## src/rtl/conv_8x32_pkg.sv

```systemverilog
// Shared constants, state encoding and tap-range helpers for the 1-D
// convolution sequencer. The optional stall counter of the top level is
// enabled by defining CONV_SEQ_STALL_CNT_EN.
package conv_8x32_pkg;

    localparam int DATA_WIDTH = 8;
    localparam int SIG_LEN    = 32;
    localparam int KER_LEN    = 8;

    localparam int NUM_OUT    = SIG_LEN + KER_LEN - 1;
    localparam int ACC_WIDTH  = 2 * DATA_WIDTH + $clog2(KER_LEN);
    localparam int XA_WIDTH   = $clog2(SIG_LEN);
    localparam int HA_WIDTH   = $clog2(KER_LEN);
    localparam int IDX_WIDTH  = $clog2(NUM_OUT);

    typedef enum logic [2:0] {
        IDLE  = 3'd0,
        RUN   = 3'd1,
        DRAIN = 3'd2,
        OUT   = 3'd3,
        DONE  = 3'd4
    } state_t;

    // First kernel tap that touches the signal for output n.
    function automatic logic [HA_WIDTH-1:0] kmin_of(input logic [IDX_WIDTH-1:0] n);
        if (int'(n) > SIG_LEN - 1)
            return HA_WIDTH'(int'(n) - (SIG_LEN - 1));
        else
            return '0;
    endfunction

    // Last kernel tap that touches the signal for output n.
    function automatic logic [HA_WIDTH-1:0] kmax_of(input logic [IDX_WIDTH-1:0] n);
        if (int'(n) < KER_LEN - 1)
            return HA_WIDTH'(n);
        else
            return HA_WIDTH'(KER_LEN - 1);
    endfunction

endpackage

```

## src/rtl/conv_8x32_tap_gen.sv

```systemverilog
// Tap walker: holds the current kernel index k for output n, derives the
// matching signal address n-k and flags the last in-range tap.
module conv_8x32_tap_gen
    import conv_8x32_pkg::*;
(
    input  logic                 clk,
    input  logic                 rst_n,
    input  logic                 load,
    input  logic [IDX_WIDTH-1:0] n_load,
    input  logic                 advance,
    input  logic [IDX_WIDTH-1:0] n,
    output logic [HA_WIDTH-1:0]  k,
    output logic [XA_WIDTH-1:0]  x_addr,
    output logic                 last_tap
);

    logic [HA_WIDTH-1:0] k_reg;

    // k starts at the first valid tap of the next output and steps upward.
    always_ff @(posedge clk or negedge rst_n) begin
        if (!rst_n) begin
            k_reg <= '0;
        end else if (load) begin
            k_reg <= kmin_of(n_load);
        end else if (advance) begin
            k_reg <= k_reg + 1'b1;
        end
    end

    assign k        = k_reg;
    // n-k is always within the signal while k lies in [kmin, kmax].
    assign x_addr   = XA_WIDTH'(n - IDX_WIDTH'(k_reg));
    assign last_tap = (k_reg == kmax_of(n));

endmodule

```

## src/rtl/conv_8x32_seq_ctrl.sv

```systemverilog
// Convolution sequencer: walks every output n, issues buffer reads for the
// in-range taps, accumulates the shared multiplier's products and streams
// y[n] over valid/ready. Optional backpressure counter: CONV_SEQ_STALL_CNT_EN.
module conv_8x32_seq_ctrl
    import conv_8x32_pkg::*;
(
    input  logic                    clk,
    input  logic                    rst_n,
    input  logic                    start_i,
    output logic                    busy_o,
    output logic                    done_o,
    output logic [XA_WIDTH-1:0]     x_addr_o,
    output logic [HA_WIDTH-1:0]     h_addr_o,
    output logic                    rd_en_o,
    input  logic [DATA_WIDTH-1:0]   x_data_i,
    input  logic [DATA_WIDTH-1:0]   h_data_i,
    output logic [DATA_WIDTH-1:0]   mult_a_o,
    output logic [DATA_WIDTH-1:0]   mult_b_o,
    input  logic [2*DATA_WIDTH-1:0] mult_d_i,
    output logic [ACC_WIDTH-1:0]    y_data_o,
    output logic [IDX_WIDTH-1:0]    y_idx_o,
    output logic                    y_valid_o,
    input  logic                    y_ready_i,
    output logic [15:0]             stall_cnt_o
);

    state_t                 state_reg, state_next;
    logic [IDX_WIDTH-1:0]   n_reg;
    logic [ACC_WIDTH-1:0]   acc_reg;
    logic                   acc_en_reg;

    logic                   start_ok;
    logic                   handshake;
    logic                   last_out;
    logic                   tap_load;
    logic [IDX_WIDTH-1:0]   tap_n_load;
    logic                   tap_adv;
    logic                   rd_en;
    logic                   y_valid;
    logic [HA_WIDTH-1:0]    k;
    logic [XA_WIDTH-1:0]    x_addr;
    logic                   last_tap;

    assign start_ok  = (state_reg == IDLE) && start_i;
    assign handshake = (state_reg == OUT) && y_ready_i;
    assign last_out  = (n_reg == IDX_WIDTH'(NUM_OUT - 1));

    // State register.
    always_ff @(posedge clk or negedge rst_n) begin
        if (!rst_n) begin
            state_reg <= IDLE;
        end else begin
            state_reg <= state_next;
        end
    end

    // Next-state and control decode.
    always_comb begin
        state_next = state_reg;
        busy_o     = 1'b0;
        done_o     = 1'b0;
        rd_en      = 1'b0;
        y_valid    = 1'b0;
        tap_load   = 1'b0;
        tap_n_load = '0;
        tap_adv    = 1'b0;
        case (state_reg)
            IDLE: begin
                if (start_i) begin
                    state_next = RUN;
                    tap_load   = 1'b1;
                    tap_n_load = '0;
                end
            end
            RUN: begin
                busy_o  = 1'b1;
                rd_en   = 1'b1;
                tap_adv = !last_tap;
                if (last_tap) begin
                    state_next = DRAIN;
                end
            end
            DRAIN: begin
                busy_o     = 1'b1;
                state_next = OUT;
            end
            OUT: begin
                busy_o  = 1'b1;
                y_valid = 1'b1;
                if (y_ready_i) begin
                    if (last_out) begin
                        state_next = DONE;
                    end else begin
                        state_next = RUN;
                        tap_load   = 1'b1;
                        tap_n_load = n_reg + 1'b1;
                    end
                end
            end
            DONE: begin
                busy_o     = 1'b1;
                done_o     = 1'b1;
                state_next = IDLE;
            end
            default: begin
                state_next = IDLE;
            end
        endcase
    end

    // Output index: restarts on an accepted start, advances per handshake.
    always_ff @(posedge clk or negedge rst_n) begin
        if (!rst_n) begin
            n_reg <= '0;
        end else if (start_ok) begin
            n_reg <= '0;
        end else if (handshake && !last_out) begin
            n_reg <= n_reg + 1'b1;
        end
    end

    // Read data arrives one cycle after the strobe, so accumulate one cycle late.
    always_ff @(posedge clk or negedge rst_n) begin
        if (!rst_n) begin
            acc_en_reg <= 1'b0;
        end else begin
            acc_en_reg <= rd_en;
        end
    end

    // Accumulator: cleared on every RUN entry, summed while products arrive.
    always_ff @(posedge clk or negedge rst_n) begin
        if (!rst_n) begin
            acc_reg <= '0;
        end else if (tap_load) begin
            acc_reg <= '0;
        end else if (acc_en_reg) begin
            acc_reg <= acc_reg + ACC_WIDTH'(mult_d_i);
        end
    end

    conv_8x32_tap_gen u_tap_gen (
        .clk      (clk),
        .rst_n    (rst_n),
        .load     (tap_load),
        .n_load   (tap_n_load),
        .advance  (tap_adv),
        .n        (n_reg),
        .k        (k),
        .x_addr   (x_addr),
        .last_tap (last_tap)
    );

    assign rd_en_o   = rd_en;
    assign x_addr_o  = rd_en ? x_addr : '0;
    assign h_addr_o  = rd_en ? k : '0;
    assign mult_a_o  = x_data_i;
    assign mult_b_o  = h_data_i;
    assign y_valid_o = y_valid;
    assign y_data_o  = y_valid ? acc_reg : '0;
    assign y_idx_o   = n_reg;

`ifdef CONV_SEQ_STALL_CNT_EN
    logic [15:0] stall_cnt_reg;

    // Saturating count of OUT cycles refused by the downstream side.
    always_ff @(posedge clk or negedge rst_n) begin
        if (!rst_n) begin
            stall_cnt_reg <= '0;
        end else if (start_ok) begin
            stall_cnt_reg <= '0;
        end else if (y_valid && !y_ready_i && (stall_cnt_reg != 16'hFFFF)) begin
            stall_cnt_reg <= stall_cnt_reg + 16'd1;
        end
    end

    assign stall_cnt_o = stall_cnt_reg;
`else
    assign stall_cnt_o = '0;
`endif

endmodule
```

## config.mk

```make
export PLATFORM = sky130hd
export DESIGN_NAME = conv_8x32_seq_ctrl
export DESIGN_NICKNAME = d
export VERILOG_FILES = /design/src/rtl/conv_8x32_pkg.sv /design/src/rtl/conv_8x32_tap_gen.sv /design/src/rtl/conv_8x32_seq_ctrl.sv
export SDC_FILE = /design/constraint.sdc
export NUM_CORES = 1
export LEC_CHECK = 0
export CAP_MARGIN = 15
export CORE_ASPECT_RATIO = 0.6
export CORE_MARGIN = 2
export CORE_UTILIZATION = 41
export CTS_CLUSTER_DIAMETER = 120
export CTS_CLUSTER_SIZE = 30
export DETAILED_ROUTE_END_ITERATION = 8
export PLACE_DENSITY = 0.77
export SYNTH_ARGS = -nofsm -noshare
export SYNTH_HDL_FRONTEND = slang
export SYNTH_HIERARCHICAL = 1
export SYNTH_SLANG_ARGS = --single-unit
```

## constraint.sdc

```tcl
create_clock -name clk -period 2.1 [get_ports clk]
set_input_delay 0.21 -clock clk [delete_from_list [all_inputs] [get_ports clk]]
set_output_delay 0.21 -clock clk [all_outputs]
set_load 0.05 [all_outputs]
```

=== Yosys cells after proc, flatten, opt, wreduce, memory -nomap -nowiden ===
Index checks and enable logic that the tools add are counted.

* Flip-flop bits (word level): 32
* Input port bits: 36
* Output and inout port bits: 69
* Word-level logic and storage cells: 60

* Add/subtract/negate cells: 5
* $lt $le $gt $ge: 2
* Equal/unequal tests: 9
* Muxes and demuxes: 28
* Reduce and logical (&&, ||, !) cells: 11

{| class="wikitable"
|+ Operators with widths
! operator !! count
|-
| two-way mux 19 bit || 3
|-
| two-way mux 6 bit || 5
|-
| two-way mux 3 bit || 9
|-
| adder 19 x 16 -> 19 bit || 1
|-
| case mux 3 bit (4 select lines) || 1
|-
| two-way mux 1 bit || 8
|-
| adder 6 x 1 -> 6 bit, second input constant || 1
|-
| equality test 3 x 2 -> 1 bit, second input constant || 2
|-
| equality test 6 bit, second input constant || 1
|-
| > comparator 6 x 5 -> 1 bit, second input constant || 1
|-
| < comparator 6 x 3 -> 1 bit, second input constant || 1
|-
| inequality test 2 bit, second input constant || 3
|-
| nonzero test 2 bit || 3
|-
| two-way mux 5 bit || 1
|-
| subtractor 5 x 3 -> 5 bit || 1
|-
| OR reduction 4 bit || 1
|-
| adder 3 x 1 -> 3 bit, second input constant || 1
|-
| equality test 3 x 1 -> 1 bit, second input constant || 1
|-
| equality test 3 bit || 1
|-
| equality test 3 bit, second input constant || 1
|-
| logical AND 1 bit || 3
|-
| logical NOT 3 bit || 1
|-
| AND reduction 3 bit || 1
|-
| subtractor 3 bit, second input constant || 1
|-
| other kinds (2) || 3
|}

=== Depth between registers and ports, before layout ===
Gate-level depths: netlist of run 1.

* Word-level depth: 7
* Depth in mapped cells: 11
* Gate-level depth less buffers: 9

=== Hierarchy ===
Netlist of run 1, hierarchy kept.

{| class="wikitable"
|+ Modules (own cells, without submodules)
! module !! instances !! cells each !! area an instance (um^2) !! seq. area each (um^2)
|-
| conv_8x32_seq_ctrl || 1 || 297 || 2534.9 || 725.7
|-
| conv_8x32_tap_gen || 1 || 43 || 375.4 || 75.1
|}

=== Least setup slack after synthesis of run 1 ===
No wires, ideal clock.

* Kind: register to register
* Start point: register state_reg[1]
* End point: register u_tap_gen.k_reg[2], in the netlist u_tap_gen/k[2]
* Arrival: 2.719 ns
* Required time: 1.971 ns
* Setup slack: -0.748 ns
* Stages on the path, launching flop included: 7
* Path buffers: 1
* Clock period less this slack: 2.848 ns
* Cells stage by stage: dfrtp_1 -> buf_2 -> nor3b_1 -> nor2b_1 -> nand2_1 -> xnor2_1 -> o22ai_1

{| class="wikitable"
|+ RTL lines
! element !! line !! text
|-
| start, declared || conv_8x32_seq_ctrl.sv:27 || <nowiki>state_t state_reg, state_next;</nowiki>
|-
| start signal, assigned || conv_8x32_seq_ctrl.sv:53 || <nowiki>state_reg <= state_next;</nowiki>
|-
| equality test 3 x 1 -> 1 bit || conv_8x32_seq_ctrl.sv:67 || <nowiki>case (state_reg)</nowiki>
|-
| two-way mux 1 bit || conv_8x32_seq_ctrl.sv:67 ||
|-
| net tap_adv || conv_8x32_seq_ctrl.sv:37 || <nowiki>logic tap_adv;</nowiki>
|-
| nonzero test 2 bit (no line) || - ||
|-
| end signal, assigned || conv_8x32_tap_gen.sv:24 || <nowiki>k_reg <= kmin_of(n_load);</nowiki>
|-
| end signal, assigned || conv_8x32_tap_gen.sv:26 || <nowiki>k_reg <= k_reg + 1'b1;</nowiki>
|-
| end, declared || conv_8x32_tap_gen.sv:17 || <nowiki>logic [HA_WIDTH-1:0] k_reg;</nowiki>
|}

The timed path passes the listed nets, and every way through them passes these cells.
A chain may end at the register's enable or synchronous reset.

=== Worst setup path in the final report of run 1 ===
* Start point: register acc_reg[2]
* End point: register acc_reg[13]

* Word-level cells in the longest chain between the ends: 3

{| class="wikitable"
|+ Ends and longest elaborated chain
! element !! line !! text
|-
| start, declared || conv_8x32_seq_ctrl.sv:29 || <nowiki>logic [ACC_WIDTH-1:0] acc_reg;</nowiki>
|-
| start signal, assigned || conv_8x32_seq_ctrl.sv:138 || <nowiki>acc_reg <= acc_reg + ACC_WIDTH'(mult_d_i);</nowiki>
|-
| adder 19 x 16 -> 19 bit || conv_8x32_seq_ctrl.sv:138 ||
|-
| two-way mux 19 bit || conv_8x32_seq_ctrl.sv:137 || <nowiki>end else if (acc_en_reg) begin</nowiki>
|-
| two-way mux 19 bit || conv_8x32_seq_ctrl.sv:135 || <nowiki>end else if (tap_load) begin</nowiki>
|}

Every way passes these cells. The select of a mux whose other input is x is not followed.

==> impl_metrics.json, run 1 <==
{
  "outcome": "finished, violations left",
  "violations": "negative setup slack",
  "end_kind": "flop",
  "fin_skew_ps": 10.0,
  "synth-compound-area-share": 0.161,
  "postRouteAntennaNets": 0,
  "rsz0062_at_grt": "true",
  "ys.flop_type": "dfrtp_1",
  "crit_path_max_fanout": 3,
  "r2r-end": "acc_reg[13]$_DFFE_PN0P_",
  "syn_area_um2": 2910,
  "reg2reg_from": "acc_reg[2]$_DFFE_PN0P_",
  "synth_cell_types": 47,
  "start_kind": "flop",
  "hpwl_um": 5770,
  "grt_overflow": 0,
  "wl_per_cell_um": 17.2,
  "placed_area_um2": 3950,
  "critical-path-max-stage-delay_ps": 430,
  "synth_top_area_frac": 0.275,
  "synth.area.top_cells": "dfrtp_1 (28%), ha_1 (9.9%), buf_4 (8.3%), and2_1 (6.2%), xnor2_1 (5.7%)",
  "route.detailed.drc": 0,
  "hold_class": "in -> async",
  "whs_ps": 333,
  "io_pins": 105,
  "initial_core_util": 0.430,
  "worst_slack_ps": -75.6,
  "synth_cells": 340,
  "critical_path_class": "reg -> reg",
  "antenna_found_initial": 0,
  "cp_data_required_time_ps": 2280,
  "cts-root-buf": "clkbuf_16",
  "clkLatencyLatePin_ps": 290,
  "cap_violations": 0,
  "cts-htree-levels": 2,
  "crit_chain": "ha_4, o211ai_1, o21ai_2, o2111ai_2, o211ai_1, buf_4, mux2i_1, a31o_2",
  "clk_pin_slew_ps": 60,
  "synth-simple-area-share": 0.201,
  "ys_seq_area_frac": 0.275,
  "nets": 495,
  "die_x_um": 113,
  "synth-warning-count": 6,
  "critPathTopFamily": "compound AO/OA/AOI/OAI gates",
  "cts_tree": "yes",
  "async_flop_share": 1.00,
  "power.density_nw_per_um2": 1620,
  "ys_top_cells_by_count": "buf_4 (32), dfrtp_1 (32), and2_1 (29), nor2_1 (28)",
  "vdd_ir_drop_max_v": 0.000677,
  "synth-edff-count": 0,
  "clock_sinks": 32,
  "power_leakage_nw": 2.05,
  "clock.fmax_mhz": 460,
  "routed_wl_um": 8990,
  "post-synth-top-area-cell": "dfrtp_1",
  "num_vias": 2781,
  "dr.pass1.iters": 4,
  "synth_seq_cells": 32,
  "synthXorXnorAreaFrac": 0.0843,
  "post_route_cells_drive_above_1_share": 0.349,
  "regToRegSetupSlack_ps": -80,
  "area_growth_syn_to_layout_pct": 53.7,
  "synthAdderAreaFrac": 0.113,
  "slowest_stage": "dfrtp_1",
  "diodes": 0,
  "final_util": 0.661,
  "avgViaCountPerCell": 5.33,
  "muxShareOfSynthArea": 0.0447,
  "grt_max_degree": 33,
  "first_global_vias": 2767,
  "core.rowCount": 23,
  "synth_top_family_by_area": "simple AND/OR/NAND/NOR gates",
  "reg2reg_depth": 8,
  "clock_path_buffers": 2,
  "numPortBuffers": 56,
  "largest_register_ffs": 19,
  "fin_tns_setup_ps": -380,
  "tightest_slew_ps": 501,
  "worst_path_most_repeated_cell": "o211ai_1",
  "cts_hold_buf": 0,
  "final_area_um2": 4470,
  "grt.total_usage": 0.210,
  "slew_viol_final": 0,
  "critPathBufInv": 1,
  "slew_headroom": 0.665,
  "tritoncts.num_buffers": 5,
  "die-area_um2": 7810,
  "critPathArrivalTime_ps": 2360,
  "min_period_ps": 2180,
  "die_h_um": 69.3,
  "finalSetupViolations": 10,
  "grt_first_pass_wirelength_um": 13400,
  "hold_viol": 0,
  "globalplace.congestion": 0.847,
  "post-route-period-util": 1.04,
  "coreArea_um2": 6760,
  "postSynthAreaPerCell_um2": 8.56,
  "drt_iter0_markers": 216
}
-- worst max path at each step --
stage / from / to / slack (ps) / cells after the start
floorplan: y_idx_o[0]$_DFFE_PN0P_ / acc_reg[13]$_DFFE_PN0P_ / -60 / 10
global placement: mult_d_i[0] / acc_reg[10]$_DFFE_PN0P_ / -400 / 9
detailed placement: mult_d_i[0] / acc_reg[12]$_DFFE_PN0P_ / -460 / 9
CTS: y_idx_o[0]$_DFFE_PN0P_ / acc_reg[13]$_DFFE_PN0P_ / -6 / 10
global route: acc_reg[4]$_DFFE_PN0P_ / acc_reg[15]$_DFFE_PN0P_ / -170 / 8
finish: acc_reg[2]$_DFFE_PN0P_ / acc_reg[13]$_DFFE_PN0P_ / -80 / 8
-- worst register-to-register path, stage by stage, from the launching register on --
cell and delay [ps]:
dfrtp_1 430, ha_4 290, o211ai_1 90, o21ai_2 190, o2111ai_2 180, o211ai_1 410
buf_4 200, mux2i_1 70, a31o_2 210
-- per-layer routing --
metal	GRT usage	share of wire	up-vias	routed length, um
met4	0.0596	0.019	0	170
li1	-	-	1316	-
met2	0.332	0.48	85	4310
met5	0	0	-	0
met1	0.289	0.45	1361	4030
met3	0.0455	0.053	19	473
-- where the power goes --
part           total [mW]  leakage (nW)  switching [mW]  internal (mW)
logic                5.28          1.57            2.79           2.49
registers            1.12         0.404           0.264          0.855
clock network       0.850        0.0798           0.293          0.557
-- final cells by class --
cell class              count  area (um^2)
fillers                   491         2290
multi-input cells         266         2050
repair buffers            114         1270
flip-flops and latches     32          813
clock buffers               5          125
well taps                  87          109
inverters                  15         58.8
clock inverters             3         42.5
-- what timing repair did --
item                                    in CTS  in global routing
setup buffers                                6                 11
endpoints found under the setup margin      14                 18
resized for setup                           18                 31
pin swaps                                    8                 17
-- logic make-up after synthesis --
kind of cell,Yosys count
AND/OR/NAND/NOR,112
other,1
buffers and inverters,57
adder cells (fa/ha/maj),25
AO/OA/AOI/OAI,72
XOR/XNOR,28
flip-flops,32
multiplexers,13
-- cells in the final DEF (no fill, tap or decap), drive strengths merged, types with 5 or more instances in the layout --
| cell | netlist | final |
|---|---|---|
| clkdlybuf4s50 | 0 | 24 |
| clkbuf | 4 | 5 |
| nor2 | 28 | 28 |
| inv | 15 | 15 |
| buf | 38 | 89 |
| a21o | 8 | 8 |
| mux2i | 13 | 13 |
| o21ai | 15 | 15 |
| nand2 | 24 | 24 |
| conb | 1 | 16 |
| xnor2 | 19 | 19 |
| o211ai | 6 | 6 |
| xor2 | 9 | 9 |
| nand3 | 8 | 8 |
| a21oi | 22 | 22 |
| dfrtp | 32 | 32 |
| ha | 23 | 23 |
| and2 | 29 | 29 |
-- metrics by stage --
stage / worst slack (ps) / cells / total power, mW
6_report: -75.6 / 522 / 7.25
5_1_grt: -168 / 522 / 7.67
4_1_cts: -5.74 / 511 / 6.67
3_5_place_dp: -456 / 497 / 5.60
3_3_place_gp: -401 / 497 / 5.47
2_1_floorplan: -61.8 / 355 / 3.97
Power figures use the tool's default switching activity.
==> run 2: changes to the inputs <==
--- a/config.mk
+++ b/config.mk
@@ -12,6 +12,7 @@
 export CTS_CLUSTER_DIAMETER = 120
 export CTS_CLUSTER_SIZE = 30
 export DETAILED_ROUTE_END_ITERATION = 8
+export GPL_TIMING_DRIVEN = 0
 export PLACE_DENSITY = 0.77
 export SYNTH_ARGS = -nofsm -noshare
 export SYNTH_HDL_FRONTEND = slang
==> run 2 against run 1 <==
  * The run ends with negative hold slack, negative setup slack left
  * Clock power fell by 13%
  * Die area did not move
  * Largest cell class unchanged
  * Combinational power fell by 8.9%
  * Hold slack got worse by 340 ps
  * Utilization fell by 0.81 points
  * Cell area fell by 1.2%
  * Global-route usage fell by 1.5 points
  * Fmax rose by 1.6%
==> impl_metrics.json, run 2 (synthesized netlist as in run 1, its figures left out) <==
{
  "grt.total_usage": 0.194,
  "fin_skew_ps": 3.36,
  "numPortBuffers": 72,
  "die_x_um": 113,
  "post_route_cells_drive_above_1_share": 0.342,
  "tightest_slew_ps": 742,
  "antenna_found_initial": 0,
  "tritoncts.num_buffers": 5,
  "slowest_stage": "dfrtp_2",
  "slew_viol_final": 0,
  "first_global_vias": 2583,
  "whs_ps": -9.20,
  "grt_overflow": 0,
  "num_vias": 2840,
  "coreArea_um2": 6760,
  "die_h_um": 69.3,
  "area_growth_syn_to_layout_pct": 51.8,
  "critPathArrivalTime_ps": 1930,
  "fin_tns_setup_ps": -114,
  "power.density_nw_per_um2": 1500,
  "hpwl_um": 5720,
  "clock_path_buffers": 2,
  "comb_power_share": 0.726,
  "grt_max_degree": 33,
  "clock.fmax_mhz": 467,
  "slew_headroom": 0.505,
  "cts_tree": "yes",
  "routed_wl_um": 8500,
  "outcome": "finished, violations left",
  "drt_iter0_markers": 132,
  "total_power_mw": 6.63,
  "vdd_ir_drop_max_v": 0.000711,
  "p_sw_frac": 0.494,
  "cts-root-buf": "clkbuf_16",
  "initial_core_util": 0.430,
  "final_cell_mix": "buf_4 (60), clkdlybuf4s50_1 (38), and2_1 (28)",
  "post-route-period-util": 1.02,
  "clkLatencyLatePin_ps": 280,
  "crit_path_max_fanout": 5,
  "core.rowCount": 23,
  "die-area_um2": 7810,
  "io_pins": 105,
  "final_util": 0.653,
  "largest_register_ffs": 19,
  "wl_per_cell_um": 15.4,
  "final_common_cell": "buf_4",
  "worst_slack_ps": -40.7,
  "nets": 525,
  "critical_path_class": "reg -> out",
  "min_period_ps": 2140,
  "critical-path-max-stage-delay_ps": 410,
  "p_seq_frac": 0.163,
  "hold_viol": 7,
  "diodes": 0,
  "cap_violations": 0,
  "clk_pin_slew_ps": 50,
  "postRouteAntennaNets": 0,
  "globalplace.congestion": 0.894,
  "start_kind": "flop",
  "internal-power_mw": 3.35,
  "power_leakage_nw": 2.07,
  "finalSetupViolations": 5,
  "grt_first_pass_wirelength_um": 12400,
  "dp.cells": 514,
  "instances_no_fill": 552,
  "avgViaCountPerCell": 5.14,
  "clock_sinks": 32,
  "end_kind": "primary output",
  "cp_data_required_time_ps": 1890,
  "hold_class": "in -> async",
  "clkPwrFrac": 0.112,
  "rsz0062_at_grt": "true",
  "violations": "negative hold slack, negative setup slack",
  "route.detailed.drc": 0,
  "critPathBufInv": 2,
  "critPathTopFamily": "adder cells",
  "crit_chain": "inv_2, ha_4, fa_2, nor2b_1, nor3_1, xor2_1, and2_4, buf_8",
  "p_sw_mw": 3.27,
  "cts-htree-levels": 2,
  "dr.pass1.iters": 4
}
-- run 2: final cells by class --
| cell class | instances | area, um^2 |
|---|---|---|
| fill | 538 | 2340 |
| multi-input combinational | 266 | 2110 |
| timing repair buffer | 102 | 888 |
| sequential | 32 | 813 |
| buffer | 42 | 299 |
| clock buffer | 8 | 146 |
| tap | 87 | 109 |
| inverter | 15 | 56.3 |
-- run 2: power by group through the flow --
stage	Combinational [mW]	Sequential (mW)	Clock, mW
3_3_place_gp	3.77	1.08	0
3_5_place_dp	3.88	1.09	0
6_report	4.81	1.08	0.739
2_1_floorplan	2.88	1.09	0
4_1_cts	4.09	1.05	0.749
5_1_grt	5.15	1.11	0.773
-- run 2: worst paths after layout --
check                                              from  depth (start not counted)  slack [ps]                  endpoint
worst min-delay path                              rst_n                          1          -9    acc_reg[1]$_DFFE_PN0P_
worst max-delay path             y_idx_o[0]$_DFFE_PN0P_                          8         -40               x_addr_o[4]
max in group asynchronous                         rst_n                          1        1550    y_idx_o[3]$_DFFE_PN0P_
worst max register to register   y_idx_o[3]$_DFFE_PN0P_                          8         -40  state_reg[0]$_DFFE_PN0P_
worst min register to register  acc_reg[12]$_DFFE_PN0P_                          2         530   acc_reg[12]$_DFFE_PN0P_
min in group clk                            mult_d_i[0]                          4         510    acc_reg[0]$_DFFE_PN0P_
-- run 2: per-stage QoR --
stage	hold slack [ps]	setup slack [ps]	area, um^2
2_1_floorplan	-85.6	-61.8	3000
3_3_place_gp	492	-536	3820
3_5_place_dp	317	-608	3820
4_1_cts	25.1	-115	4060
5_1_grt	70.7	-133	4420
6_report	-9.20	-40.7	4420
-- run 2: what timing repair did --
action                                  in CTS  in global routing
hold buffers                                 0                  0
buffers inserted                            14                 16
hold endpoints to repair                     0                  0
pin swaps                                   13                 26
gates cloned                                 0                  0
resized for setup                          159                 52
endpoints found under the setup margin      46                 38
-- run 2: metal layers --
layer  vias up  wire (um)  track usage
met5         -          0            0
met4         0        221       0.0623
met3        22        567       0.0420
met2       105       3990        0.299
met1      1348       3710        0.273
li1       1365          -            -
==> RTL edit 1: new RTL, settings of run 2 <==
Set the package constant `KER_LEN` to 4 (it was 8).
--- a/src/rtl/conv_8x32_pkg.sv
+++ b/src/rtl/conv_8x32_pkg.sv
@@ -5,7 +5,7 @@
 
     localparam int DATA_WIDTH = 8;
     localparam int SIG_LEN    = 32;
-    localparam int KER_LEN    = 8;
+    localparam int KER_LEN    = 4;
 
     localparam int NUM_OUT    = SIG_LEN + KER_LEN - 1;
     localparam int ACC_WIDTH  = 2 * DATA_WIDTH + $clog2(KER_LEN);
Interface: changed (resized h_addr_o and y_data_o); port bits go from 105 to 103. The function was not compared with the original's and may differ.
==> RTL edit 1 against run 2 <==
The flow finishes with violations (setup timing); wire length increased by 1.5%; sequential cell count down 2; setup slack lost 190 ps; total power grew 7.9%; synthesized area decreased by 4.1%; combinational power increased by 10%; fmax is 8.0% lower; clock skew about the same; count of clock-buffer cells in the layout fell by 1; final area down 2.3%; die area down 3.9%.
==> RTL edit 1: results (changes against run 2) <==
• simple AND/OR/NAND/NOR gates — cell class contributing the biggest share of worst-path delay
• 12 — inverter count, -3
• sky130_fd_sc_hd__buf_4, sky130_fd_sc_hd__dfrtp_1, sky130_fd_sc_hd__nor2_1 — top cells by instance count after synthesis
• complete, but fails checks — result of the run
• sky130_fd_sc_hd__or4b_1 — cell with the largest stage delay on the worst path
• -532 ps — setup TNS after final layout, -418 ps
• 599 microns — wire length on met3, +5.6%
• 7.15 mW — Power, Total, +7.9%
• sky130_fd_sc_hd__dfrtp_1, sky130_fd_sc_hd__ha_1, sky130_fd_sc_hd__buf_4, sky130_fd_sc_hd__and2_1, sky130_fd_sc_hd__xnor2_1 — Area contributors post-synth
• 0.914 — GPL Wtd Cong, +2.2%
• 0.165 — share of the synthesized area in compound gates (AO/OA/AOI/OAI), +0.00425
• 20 — largest net degree at the start of global routing, -39%
• 328 — cell count after synthesis, -3.5%
• 0.798 mV — Worst IR Drop VDD, +12%
• 7500 sq um — die area, -3.9%
• 3 — CP max FO, -2
• 3870 microns — M1 wire length, +4.1%
• sky130_fd_sc_hd__clkbuf_16 — CTS root buf
• 0.0342 — clock-cell share of area, +0.00106
• 5590 microns — total half-perimeter wirelength after legalization and detailed placement, -2.3%
• 0.285 — relative area of non-clock buffer cells in the final design, +0.0164
• -228 ps — worst-case setup margin in the final layout, -187 ps
• 0.208 — GRT Util Overall, +0.0133
• 2530 ps — endpoint arrival time on the critical path, +600 ps
• 2849 — count of vias placed by the detailed router, +0.32%
• 70 — number of buffers added on ports, -2.8%
• 30 — number of sequential cells, -6.3%
• 3.63 mW — net load switching power, +11%
• 542 — final non-filler cell total, -1.8%
• 2490 — vias in the first global route, -3.6%
• 3730 sq um — Post-Place Cell Area, -2.4%
• 0.0443 — Global Route met3 Usage, +0.00233
• 186 — detailed router's first-iteration violation count, +41%
• 514 — number of filler cells placed in the layout, -4.5%
• 1660 nW/um^2 — power density cells, +10%
• -549 ps — dpl ws, +58.9 ps
• 0.742 — combinational cell fraction of total power, +0.016
• acc_reg[0] — launch point of the worst path
• 12500 microns — first-pass GRT wire length, +1.2%
• 0.109 — arithmetic-cell share of the synthesized area counting full adders, half adders and majority gates, -0.00412
• 5 — setup violation total in the final timing report, unchanged
• 0.464 — multi-input gate share of total cell area, -0.0127
• 2.05 nW — leakage component of the power, -1.1%
• 0.177 — proportion of cell area occupied by registers, -0.00703
• setup timing — violations in the final reports
• 261 — total number of multi-input combinational cells, -1.9%
• 0.269 — Seq/Total Area, Yosys, -0.00609
• 540 ps — maximum single-stage delay on the critical path, +130 ps
• 0.340 — met2 capacity usage during global routing, +0.0410
• 0.102 — clock share of power, -0.010
• 3.78 ps — Post-Route Skew, +0.419 ps
• 8620 microns — detailed-route wire length, +1.5%
• 0.0691 — xor-xnor portion of the synthesized cell area, -0.0152
==> RTL edit 1: cell types whose count changed in the layout (fill, tap and decap cells not counted), moves of 4 or more <==
cell	change
sky130_fd_sc_hd__clkbuf_2	+5
sky130_fd_sc_hd__clkbuf_4	-14
sky130_fd_sc_hd__nand2_1	-4
sky130_fd_sc_hd__xnor2_1	-5
sky130_fd_sc_hd__nand3_1	-4
sky130_fd_sc_hd__a21oi_1	-8
==> RTL edit 1: repair_timing <==
action | 4_1_cts | 5_1_grt
gates resized for setup | 104 | 66
endpoints found under the setup margin | 36 | 46
pin swaps | 17 | 21
gates cloned | 1 | 0
buffers inserted | 17 | 16
==> RTL edit 1: path summary, 6_finish.rpt <==
kind	end	slack (ps)
min reg2reg	acc_reg[17]	540
max in group asynchronous	y_idx_o[2]	1210
min	acc_reg[2]	350
max	acc_reg[14]	-230
max reg2reg	acc_reg[14]	-230
min in group clk	acc_reg[0]	500
==> RTL edit 2: new RTL, config.mk and constraints of run 2 <==
Made on the original files. Encoding of `state_t`: now Gray code (3 bits for 5 states).
--- a/src/rtl/conv_8x32_pkg.sv
+++ b/src/rtl/conv_8x32_pkg.sv
@@ -14,11 +14,11 @@
     localparam int IDX_WIDTH  = $clog2(NUM_OUT);
 
     typedef enum logic [2:0] {
-        IDLE  = 3'd0,
-        RUN   = 3'd1,
-        DRAIN = 3'd2,
-        OUT   = 3'd3,
-        DONE  = 3'd4
+        IDLE  = 3'b000,
+        RUN   = 3'b001,
+        DRAIN = 3'b011,
+        OUT   = 3'b010,
+        DONE  = 3'b110
     } state_t;
 
     // First kernel tap that touches the signal for output n.
Behaviour: no difference found for any inputs over 10 cycles, from zero or initial values and one cycle with rst_n low; not proved beyond that.
==> RTL edit 2 against run 2 <==
The run still ends with hold timing, setup timing left; sequential cell count unchanged; critical path depth unchanged; core utilization down 2.3 points; wire length down 4.4%; worst hold slack better by 9.0 ps; total power down 13%; synthesized area down 0.47%; combinational power down 17%; setup slack worse by 0.92 ps; final area down 3.6%; critical endpoint is now acc_reg[12].
==> RTL edit 2: results (changes against run 2) <==
• complete, but fails checks — result of the run
• hold timing, setup timing — violations in the final reports
• 2 — maximum number of buffers from clock root to sink, unchanged
• 400 ps — maximum single-stage delay on the critical path
• 2509 — vias in the first global route, -2.9%
• 510 — post-layout net count, -2.9%
• 5 — clock buffers created by TritonCTS, unchanged
• 5.06 — via count normalized by instance count, -1.7%
• 0 — number of antenna violations at the first check in global routing, unchanged
• 0.888 mV — Worst IR Drop VDD, +25%
• 8120 microns — detailed-route wire length, -4.4%
• 0.925 — GPL Wtd Cong, +3.5%
• 6 — number of warning messages in the yosys log, unchanged
• 4 — Detailed Routing Iterations Pass 1, unchanged
• 0 — Antenna Cells, unchanged
• sky130_fd_sc_hd__dfrtp_1 — cell with the largest stage delay on the worst path
• 3 — CP max FO, -2
• sky130_fd_sc_hd__clkbuf_16 — CTS root buf
• input port to async pin — hold crit path type
• 560 — number of filler cells placed in the layout, +4.1%
• -0.195 ps — Worst Hold Margin, +9.01 ps
• 5.82 ps — Post-Route Skew, +2.46 ps
• 2300 ps — endpoint arrival time on the critical path, +370 ps
• -41.6 ps — worst-case setup margin in the final layout, -0.924 ps
• 12400 microns — first-pass GRT wire length, +0.40%
• 2 — maximum level of the CTS H-tree, unchanged
• -561 ps — dpl ws, +46.5 ps
• 33 — largest net degree at the start of global routing, unchanged
• 0.336 — ratio of cells with drive above 1 in the final layout, -0.00638
• 136 — detailed router's first-iteration violation count, +3.0%
• 1 — number of failing hold endpoints at the final stage, -6
• 4 — setup violation total in the final timing report, -1
• 50 ps — clock slew at the register clock pins of the worst setup and hold paths, about the same
• 0.197 — GRT Util Overall, +0.00307
• acc_reg[0] — worst reg2reg startpoint
• 2.81 mW — net load switching power, -14%
• 72 — number of buffers added on ports, unchanged
• 0 — pins over their slew limit, unchanged
• 1.99 nW — leakage component of the power, -3.8%
• 3800 sq um — Post-Place Cell Area, -0.43%
• 8 — length in cells of the worst reg-to-reg path, unchanged
• acc_reg[12] — reg-to-reg endpoint
• 19 — flip-flop count of the largest register, all copies and words added, unchanged
• 280 ps — insertion delay to the later sink of the worst-skew pair, about the same
• 5560 microns — total half-perimeter wirelength after legalization and detailed placement, -2.8%
• 0.501 — Max-slew headroom, -0.00464
• 811 sq um — area taken by flip-flops and latches, -0.31%
[RTL edit 2: power by group through the flow]
stage               clock network (mW)  registers, mW  logic, mW
floorplan                            0           1.04       2.53
global placement                     0           1.02       3.35
CTS                              0.736           1.03       3.57
finish                           0.742           1.03       3.99
detailed placement                   0           1.03       3.42
global route                     0.780           1.06       4.31
[RTL edit 2: how the worst max path moves through the flow]
| stage | startpoint | slack, ps | cells after the start | end |
|---|---|---|---|---|
| 6_report | acc_reg[0] | -40 | 8 | acc_reg[12] |
| 5_1_grt | acc_reg[0] | -100 | 8 | acc_reg[12] |
| 4_1_cts | y_idx_o[0] | -70 | 8 | x_addr_o[4] |
| 3_5_place_dp | mult_d_i[0] | -560 | 9 | acc_reg[14] |
| 3_3_place_gp | mult_d_i[0] | -510 | 9 | acc_reg[14] |
| 2_1_floorplan | y_idx_o[0] | 20 | 9 | u_tap_gen/k[2] |
[RTL edit 2: routing by layer]
layer / GRT usage / share of wire / vias to the layer above
met2: 0.287 / 0.44 / 101
met4: 0.0556 / 0.013 / 0
met5: 0 / 0 / -
met3: 0.0466 / 0.063 / 13
li1: - / - / 1345
met1: 0.292 / 0.48 / 1258
[RTL edit 2: timing repair]
| item | CTS | global route |
|---|---|---|
| gates resized for setup | 159 | 42 |
| setup endpoints to repair | 43 | 44 |
| pin swaps | 13 | 14 |
| buffers inserted | 9 | 15 |
| cloned | 0 | 1 |
[RTL edit 2: critical path, delay by kind of cell, from the launching register on]
kind	cells	cell delay, ps
compound gates	5	900
fa+ha+maj	2	530
flops	1	400
xor+xnor	1	190
[RTL edit 2: final cells by class]
| class | count | share of cell area |
|---|---|---|
| plain buffers | 41 | 0.0717 |
| clock buffers | 8 | 0.0344 |
| inverters | 12 | 0.0106 |
| multi-input cells | 260 | 0.474 |
| flip-flops and latches | 32 | 0.190 |
| well taps | 87 | 0.0256 |
| repair buffers | 97 | 0.194 |
[RTL edit 2: through the flow]
| step | cells | util | TNS, ps | hold WS (ps) |
|---|---|---|---|---|
| after floorplan | 346 | - | 0 | -85.6 |
| after global placement | 505 | 0.563 | -11080 | 489 |
| after detailed placement | 505 | 0.562 | -12340 | 319 |
| after CTS | 522 | 0.593 | -91.8 | 28.1 |
| after global routing | 537 | 0.630 | -744 | 55.8 |
| final | 537 | 0.630 | -150 | -0.195 |
